===== src/rtl/swervolf_irq_pkg.sv =====
// Shared definitions for the SweRVolf IRQ3/IRQ4 interrupt arbiter.
// Register word offsets, line FSM states and claim word layout.
package swervolf_irq_pkg;

  localparam int N_SRC_MAX = 8;

  localparam logic [2:0] REG_PENDING = 3'd0;
  localparam logic [2:0] REG_ENABLE  = 3'd1;
  localparam logic [2:0] REG_ROUTE   = 3'd2;
  localparam logic [2:0] REG_EDGE    = 3'd3;
  localparam logic [2:0] REG_CLAIM3  = 3'd4;
  localparam logic [2:0] REG_CLAIM4  = 3'd5;

  localparam int CLAIM_VALID = 31;

  typedef enum logic [1:0] {
    IDLE      = 2'd0,
    ASSERT    = 2'd1,
    INSERVICE = 2'd2
  } irq_state_e;

endpackage


===== src/rtl/swervolf_irq_line.sv =====
// One interrupt line: fixed-priority winner select plus
// the claim/complete handshake that owns active_id.
module swervolf_irq_line
  import swervolf_irq_pkg::*;
#(
  parameter int N_SRC = 4
) (
  input  logic             i_clk,
  input  logic             i_rst,
  input  logic [N_SRC-1:0] i_eligible,
  input  logic             i_claim,
  input  logic             i_complete,
  input  logic [2:0]       i_complete_id,
  output logic             o_irq,
  output logic [31:0]      o_claim_rdt,
  output logic [N_SRC-1:0] o_claimed
);

  irq_state_e r_state;
  irq_state_e w_next;
  logic [2:0] r_active_id;
  logic [2:0] w_winner;
  logic       w_any;
  logic       w_take;
  logic       w_done;

  always_comb begin
    w_winner = '0;
    for (int i = N_SRC - 1; i >= 0; i--) begin
      if (i_eligible[i]) w_winner = 3'(i);
    end
  end

  assign w_any  = |i_eligible;
  assign w_take = i_claim && (r_state == ASSERT) && w_any;
  assign w_done = i_complete && (r_state == INSERVICE) &&
                  (i_complete_id == r_active_id);

  always_comb begin
    w_next = r_state;
    unique case (r_state)
      IDLE:      if (w_any) w_next = ASSERT;
      ASSERT: begin
        if (w_take)      w_next = INSERVICE;
        else if (!w_any) w_next = IDLE;
      end
      INSERVICE: if (w_done) w_next = w_any ? ASSERT : IDLE;
      default:   w_next = IDLE;
    endcase
  end

  always_ff @(posedge i_clk) begin
    if (i_rst) begin
      r_state     <= IDLE;
      r_active_id <= '0;
    end else begin
      r_state <= w_next;
      if (w_take) r_active_id <= w_winner;
    end
  end

  // r_state is a flop, so the request output is registered
  assign o_irq = (r_state == ASSERT);

  always_comb begin
    o_claim_rdt = '0;
    if (w_take) begin
      o_claim_rdt[CLAIM_VALID] = 1'b1;
      o_claim_rdt[2:0]         = w_winner;
    end
  end

  always_comb begin
    o_claimed = '0;
    for (int i = 0; i < N_SRC; i++) begin
      o_claimed[i] = w_take && (w_winner == 3'(i));
    end
  end

endmodule


===== src/rtl/swervolf_irq_arbiter.sv =====
// Shares SweRV IRQ3/IRQ4 between up to eight peripheral sources.
// Holds source capture, the register file and Wishbone decode.
module swervolf_irq_arbiter
  import swervolf_irq_pkg::*;
#(
  parameter int N_SRC = 4
) (
  input  logic             i_clk,
  input  logic             i_rst,
  input  logic [N_SRC-1:0] i_irq_src,
  input  logic [4:0]       i_wb_adr,
  input  logic [31:0]      i_wb_dat,
  input  logic [3:0]       i_wb_sel,
  input  logic             i_wb_we,
  input  logic             i_wb_cyc,
  input  logic             i_wb_stb,
  output logic [31:0]      o_wb_rdt,
  output logic             o_wb_ack,
  output logic             o_irq3,
  output logic             o_irq4
);

  logic [N_SRC-1:0] r_src_q;
  logic [N_SRC-1:0] r_src_q_d;
  logic [N_SRC-1:0] r_pending;
  logic [N_SRC-1:0] r_enable;
  logic [N_SRC-1:0] r_route;
  logic [N_SRC-1:0] r_edge;

  logic             w_req;
  logic             w_we;
  logic             w_re;
  logic [2:0]       w_reg;
  logic [N_SRC-1:0] w_wdat;
  logic [N_SRC-1:0] w_w1c;
  logic [N_SRC-1:0] w_rise;
  logic [N_SRC-1:0] w_pend_nxt;
  logic [N_SRC-1:0] w_elig3;
  logic [N_SRC-1:0] w_elig4;
  logic [N_SRC-1:0] w_claimed3;
  logic [N_SRC-1:0] w_claimed4;
  logic [31:0]      w_claim3_rdt;
  logic [31:0]      w_claim4_rdt;
  logic [31:0]      w_rdata;
  logic             w_unused;

  // side effects only on the first cycle of each access
  assign w_req  = i_wb_cyc && i_wb_stb && !o_wb_ack;
  assign w_we   = w_req && i_wb_we && i_wb_sel[0];
  assign w_re   = w_req && !i_wb_we;
  assign w_reg  = i_wb_adr[4:2];
  assign w_wdat = i_wb_dat[N_SRC-1:0];

  assign w_unused = ^{i_wb_adr[1:0], i_wb_dat, i_wb_sel[3:1]};

  assign w_w1c  = (w_we && w_reg == REG_PENDING) ? w_wdat : '0;
  assign w_rise = r_src_q & ~r_src_q_d;

  // edge: set wins over W1C/claim clear; level: follows src_q
  assign w_pend_nxt =
    (r_edge & (w_rise |
      (r_pending & ~(w_w1c | w_claimed3 | w_claimed4)))) |
    (~r_edge & r_src_q);

  assign w_elig3 = r_pending & r_enable & ~r_route;
  assign w_elig4 = r_pending & r_enable & r_route;

  swervolf_irq_line #(.N_SRC(N_SRC)) u_line3 (
    .i_clk         (i_clk),
    .i_rst         (i_rst),
    .i_eligible    (w_elig3),
    .i_claim       (w_re && w_reg == REG_CLAIM3),
    .i_complete    (w_we && w_reg == REG_CLAIM3),
    .i_complete_id (i_wb_dat[2:0]),
    .o_irq         (o_irq3),
    .o_claim_rdt   (w_claim3_rdt),
    .o_claimed     (w_claimed3)
  );

  swervolf_irq_line #(.N_SRC(N_SRC)) u_line4 (
    .i_clk         (i_clk),
    .i_rst         (i_rst),
    .i_eligible    (w_elig4),
    .i_claim       (w_re && w_reg == REG_CLAIM4),
    .i_complete    (w_we && w_reg == REG_CLAIM4),
    .i_complete_id (i_wb_dat[2:0]),
    .o_irq         (o_irq4),
    .o_claim_rdt   (w_claim4_rdt),
    .o_claimed     (w_claimed4)
  );

  always_comb begin
    w_rdata = '0;
    case (w_reg)
      REG_PENDING: w_rdata = 32'(r_pending);
      REG_ENABLE:  w_rdata = 32'(r_enable);
      REG_ROUTE:   w_rdata = 32'(r_route);
      REG_EDGE:    w_rdata = 32'(r_edge);
      REG_CLAIM3:  w_rdata = w_claim3_rdt;
      REG_CLAIM4:  w_rdata = w_claim4_rdt;
      default:     w_rdata = '0;
    endcase
  end

  always_ff @(posedge i_clk) begin
    if (i_rst) begin
      r_src_q   <= '0;
      r_src_q_d <= '0;
      r_pending <= '0;
      r_enable  <= '0;
      r_route   <= '0;
      r_edge    <= '0;
      o_wb_ack  <= 1'b0;
      o_wb_rdt  <= '0;
    end else begin
      r_src_q   <= i_irq_src;
      r_src_q_d <= r_src_q;
      r_pending <= w_pend_nxt;
      o_wb_ack  <= w_req;
      o_wb_rdt  <= w_re ? w_rdata : '0;
      if (w_we) begin
        case (w_reg)
          REG_ENABLE: r_enable <= w_wdat;
          REG_ROUTE:  r_route  <= w_wdat;
          REG_EDGE:   r_edge   <= w_wdat;
          default:    ;
        endcase
      end
    end
  end

endmodule


===== config.mk =====
export PLATFORM = sky130hd
export DESIGN_NAME = swervolf_irq_arbiter
export DESIGN_NICKNAME = d
export VERILOG_FILES = /design/src/rtl/swervolf_irq_pkg.sv /design/src/rtl/swervolf_irq_line.sv /design/src/rtl/swervolf_irq_arbiter.sv
export SDC_FILE = /design/constraint.sdc
export NUM_CORES = 1
export LEC_CHECK = 0
export ABC_AREA = 1
export CORE_UTILIZATION = 48
export CTS_BUF_LIST = sky130_fd_sc_hd__clkbuf_2 sky130_fd_sc_hd__clkbuf_4 sky130_fd_sc_hd__clkbuf_8
export DETAILED_ROUTE_END_ITERATION = 10
export GPL_ROUTABILITY_DRIVEN = 0
export PLACE_DENSITY_LB_ADDON = 0.15
export REMOVE_ABC_BUFFERS = 1
export SLEW_MARGIN = 20
export SYNTH_ARGS = -nofsm -noshare
export SYNTH_HDL_FRONTEND = slang
export SYNTH_SLANG_ARGS = --single-unit

===== constraint.sdc =====
create_clock -name i_clk -period 2.2 [get_ports i_clk]
set_input_delay 0.44 -clock i_clk [delete_from_list [all_inputs] [get_ports i_clk]]
set_output_delay 0.44 -clock i_clk [all_outputs]
set_load 0.02 [all_outputs]

==> results.ini <==
[routing]
ant_nets=0
drc=0
first_iter_violations=130
drt-wirelength-per-cell_um=11.85
totalWireLength_um=4857
drt_first_pass_iters=4
vias=2021
via_per_inst=4.929

[yosys]
synthSimpleGateAreaFrac_pct=35.04
yosys.cell_types.count=22
synth_fa_ha_area_share_pct=0
yosys.area_share.xor_xnor_pct=0
ys_top_cells_by_area=dfxtp_1, nand2_1, buf_4
muxShareOfSynthArea_pct=0
syn_inst=321
synth_top_family_by_area=simple AND/OR/NAND/NOR gates
yosysSeqAreaShare_pct=36.17
synth_compound_area_share_pct=10.77
yosys_warnings=0
avgSynthCellArea_um2=6.552
syn_area_um2=2103
yosysTopAreaCellShare_pct=36.17
post-synth-top-area-cell=dfxtp_1
ys_ff_latch=38

[worst_setup_path]
crit_slowest_cell=clkdlybuf4s50_1
cp_cell_sequence=inv_1 > nand2_1 > inv_1 > clkdlybuf4s50_1
crit_arrival_ns=1.47
cp-start-kind=flop
r2r_slack_ns=0.71
critical_path.top_delay_family=buffers and inverters
critPathBufInv=3
end_kind=primary output
slowest_delay_ns=0.60
required_ns=1.76
cpMostUsedCell=inv_1
critPathMaxFanout=3
critPathKind=flop to primary output

[finish]
antenna_cells=0
nets=409
drive_gt1_share_pct=9.444
area_delta_synth_final_pct=19.57

[floorplanning]
initial_utilization_pct=51.11
ioPinCount=85
design.core.area_um2=4115
die_w_um=68.20
die_height_um=68.20
row_count=23
dieArea_um2=4651

[clock_tree]
cts_buffers=5
tritoncts=yes
cts.repair.resized=0
clk_pin_slew_worst_paths_ns=0.08
cts_root_buf=clkbuf_8
clk_latency_ns=0.30
post_cts_buffers=0
cts_hold_buf=0
cts_sinks=38
h-tree-depth=2
cts_buffer_depth=2

[global_routing]
grt_pass1_vias=1740
gr-usage-all-layers_pct=23.53
grt_pass1_wl_um=7893
overflow=0
grt_max_degree=15
antenna_found_initial=0

[placement]
hpwl_um=3590
port_buffers=24

[power]
p_per_area_nw_per_um2=639.6
p_leak_nw=1.090
swShare_pct=23.22
seqPwrFrac_pct=43.9
pwr-share-comb_pct=9.7
switching_power_mw=0.3735
p_int_mw=1.235
ir_worst_vdd_mv=0.2963
p_clk_share_pct=46.5

[sta]
rsz0062_at_grt=false
tns_ns=0
hold_viol=0
drv_slew=0
fmax_ghz=0.5236
hold_slack_ns=0.4157
period_needed_ns=1.910
fin_crit_sh_pct=86.81
setup_viol=0
timing.clock.skew_ns=0.007964

[job]
maxCapViolCount=0

[worst_hold_path]
min_path_type=flop to flop

[outcome]
outcome=complete, no violations

[power by group through the flow]
stage	Clock (mW)	Sequential, mW	Combinational, mW
4_1_cts	0.751	0.706	0.155
6_report	0.747	0.706	0.156
3_5_place_dp	0	0.722	0.154
5_1_grt	0.776	0.707	0.172
3_3_place_gp	0	0.722	0.153
2_1_floorplan	0	0.721	0.0801
[cell usage after synthesis]
cell type / number
clkinv_1: 1
a31oi_1: 3
inv_2: 4
nand2_1: 86
a21oi_1: 24
dfxtp_1: 38
a22oi_1: 2
nor3_4: 3
conb_1: 1
o211ai_1: 1
nand3_2: 1
buf_4: 29
nand4_1: 4
nor3_1: 2
o21ai_0: 13
inv_1: 34
nand3_1: 25
and2_1: 1
clkbuf_1: 3
nor3_2: 1
nor2_2: 4
nor2_1: 41
[stage by stage]
stage,instance area [um2],total power [mW],utilization (%),instances,worst slack (ns)
final,2515,1.609,61.11,410,0.2902
after global routing,2515,1.654,61.11,410,0.1726
after CTS,2515,1.611,61.11,410,0.2882
after detailed placement,2372,0.8763,57.65,402,0.1737
after global placement,2372,0.8748,57.65,402,0.1375
after floorplan,1972,0.8014,-,315,0.6226
[cells by family (layout without fill, tap and decap cells)]
family | Yosys count | count (layout)
AND/OR/NAND/NOR | 168 | 168
buffers and inverters | 71 | 84
other | 1 | 27
flip-flops | 38 | 38
AO/OA/AOI/OAI | 43 | 43
[tightest hold or removal path, stage by stage, from the launching register on]
cell	delay [ns]
dfxtp_1	0.30
inv_1	0.04
nor2_1	0.04
[registers in the layout (all words and copies together), names as in the netlist]
| register | cells |
|---|---|
| r_enable | 4 |
| r_route | 4 |
| u_line4.r_active_id | 2 |
| r_src_q | 4 |
| u_line3.r_active_id | 2 |
| r_edge | 4 |
| u_line3.r_state | 2 |
| u_line4.r_state | 2 |
| o_wb_rdt | 5 |
| o_wb_ack | 1 |
| r_src_q_d | 4 |
| r_pending | 4 |
[layout by cell type, fill, tap and decap left out, types with 2 or more instances in the layout]
master	count
a21oi_1	24
nand4_1	4
bufinv_16	2
clkbuf_8	6
buf_4	13
a31oi_1	3
nor2_1	41
conb_1	27
nor3_4	3
clkdlybuf4s50_1	24
a22oi_1	2
nand3_1	25
nor3_1	2
nand2_1	86
o21ai_0	13
inv_2	4
dfxtp_1	38
nor2_2	4
inv_1	34
[worst paths after layout]
path,from,to,cells after the start
worst max register to register,r_enable[1],r_pending[1],9
worst min-delay path,r_src_q[2],r_src_q_d[2],2
worst min register to register,r_src_q[2],r_src_q_d[2],2
worst max-delay path,u_line4.r_state[1],o_irq4,4
[routing by layer]
metal  wire (um)  global-route usage (%)
met1        2281                   29.85
met5           0                       0
met3         364                   5.333
met2        2120                   37.75
met4          90                   10.42
[area by class of cell]
| cell class | instances | area [um2] |
|---|---|---|
| well taps | 50 | 62.56 |
| multi-input cells | 238 | 1065 |
| fillers | 410 | 1600 |
| repair buffers | 37 | 337.8 |
| flip-flops and latches | 38 | 760.7 |
| clock buffers | 6 | 82.58 |
| inverters | 39 | 146.4 |
| clock inverters | 2 | 60.06 |
No activity file was read; power rests on OpenSTA's default activity.
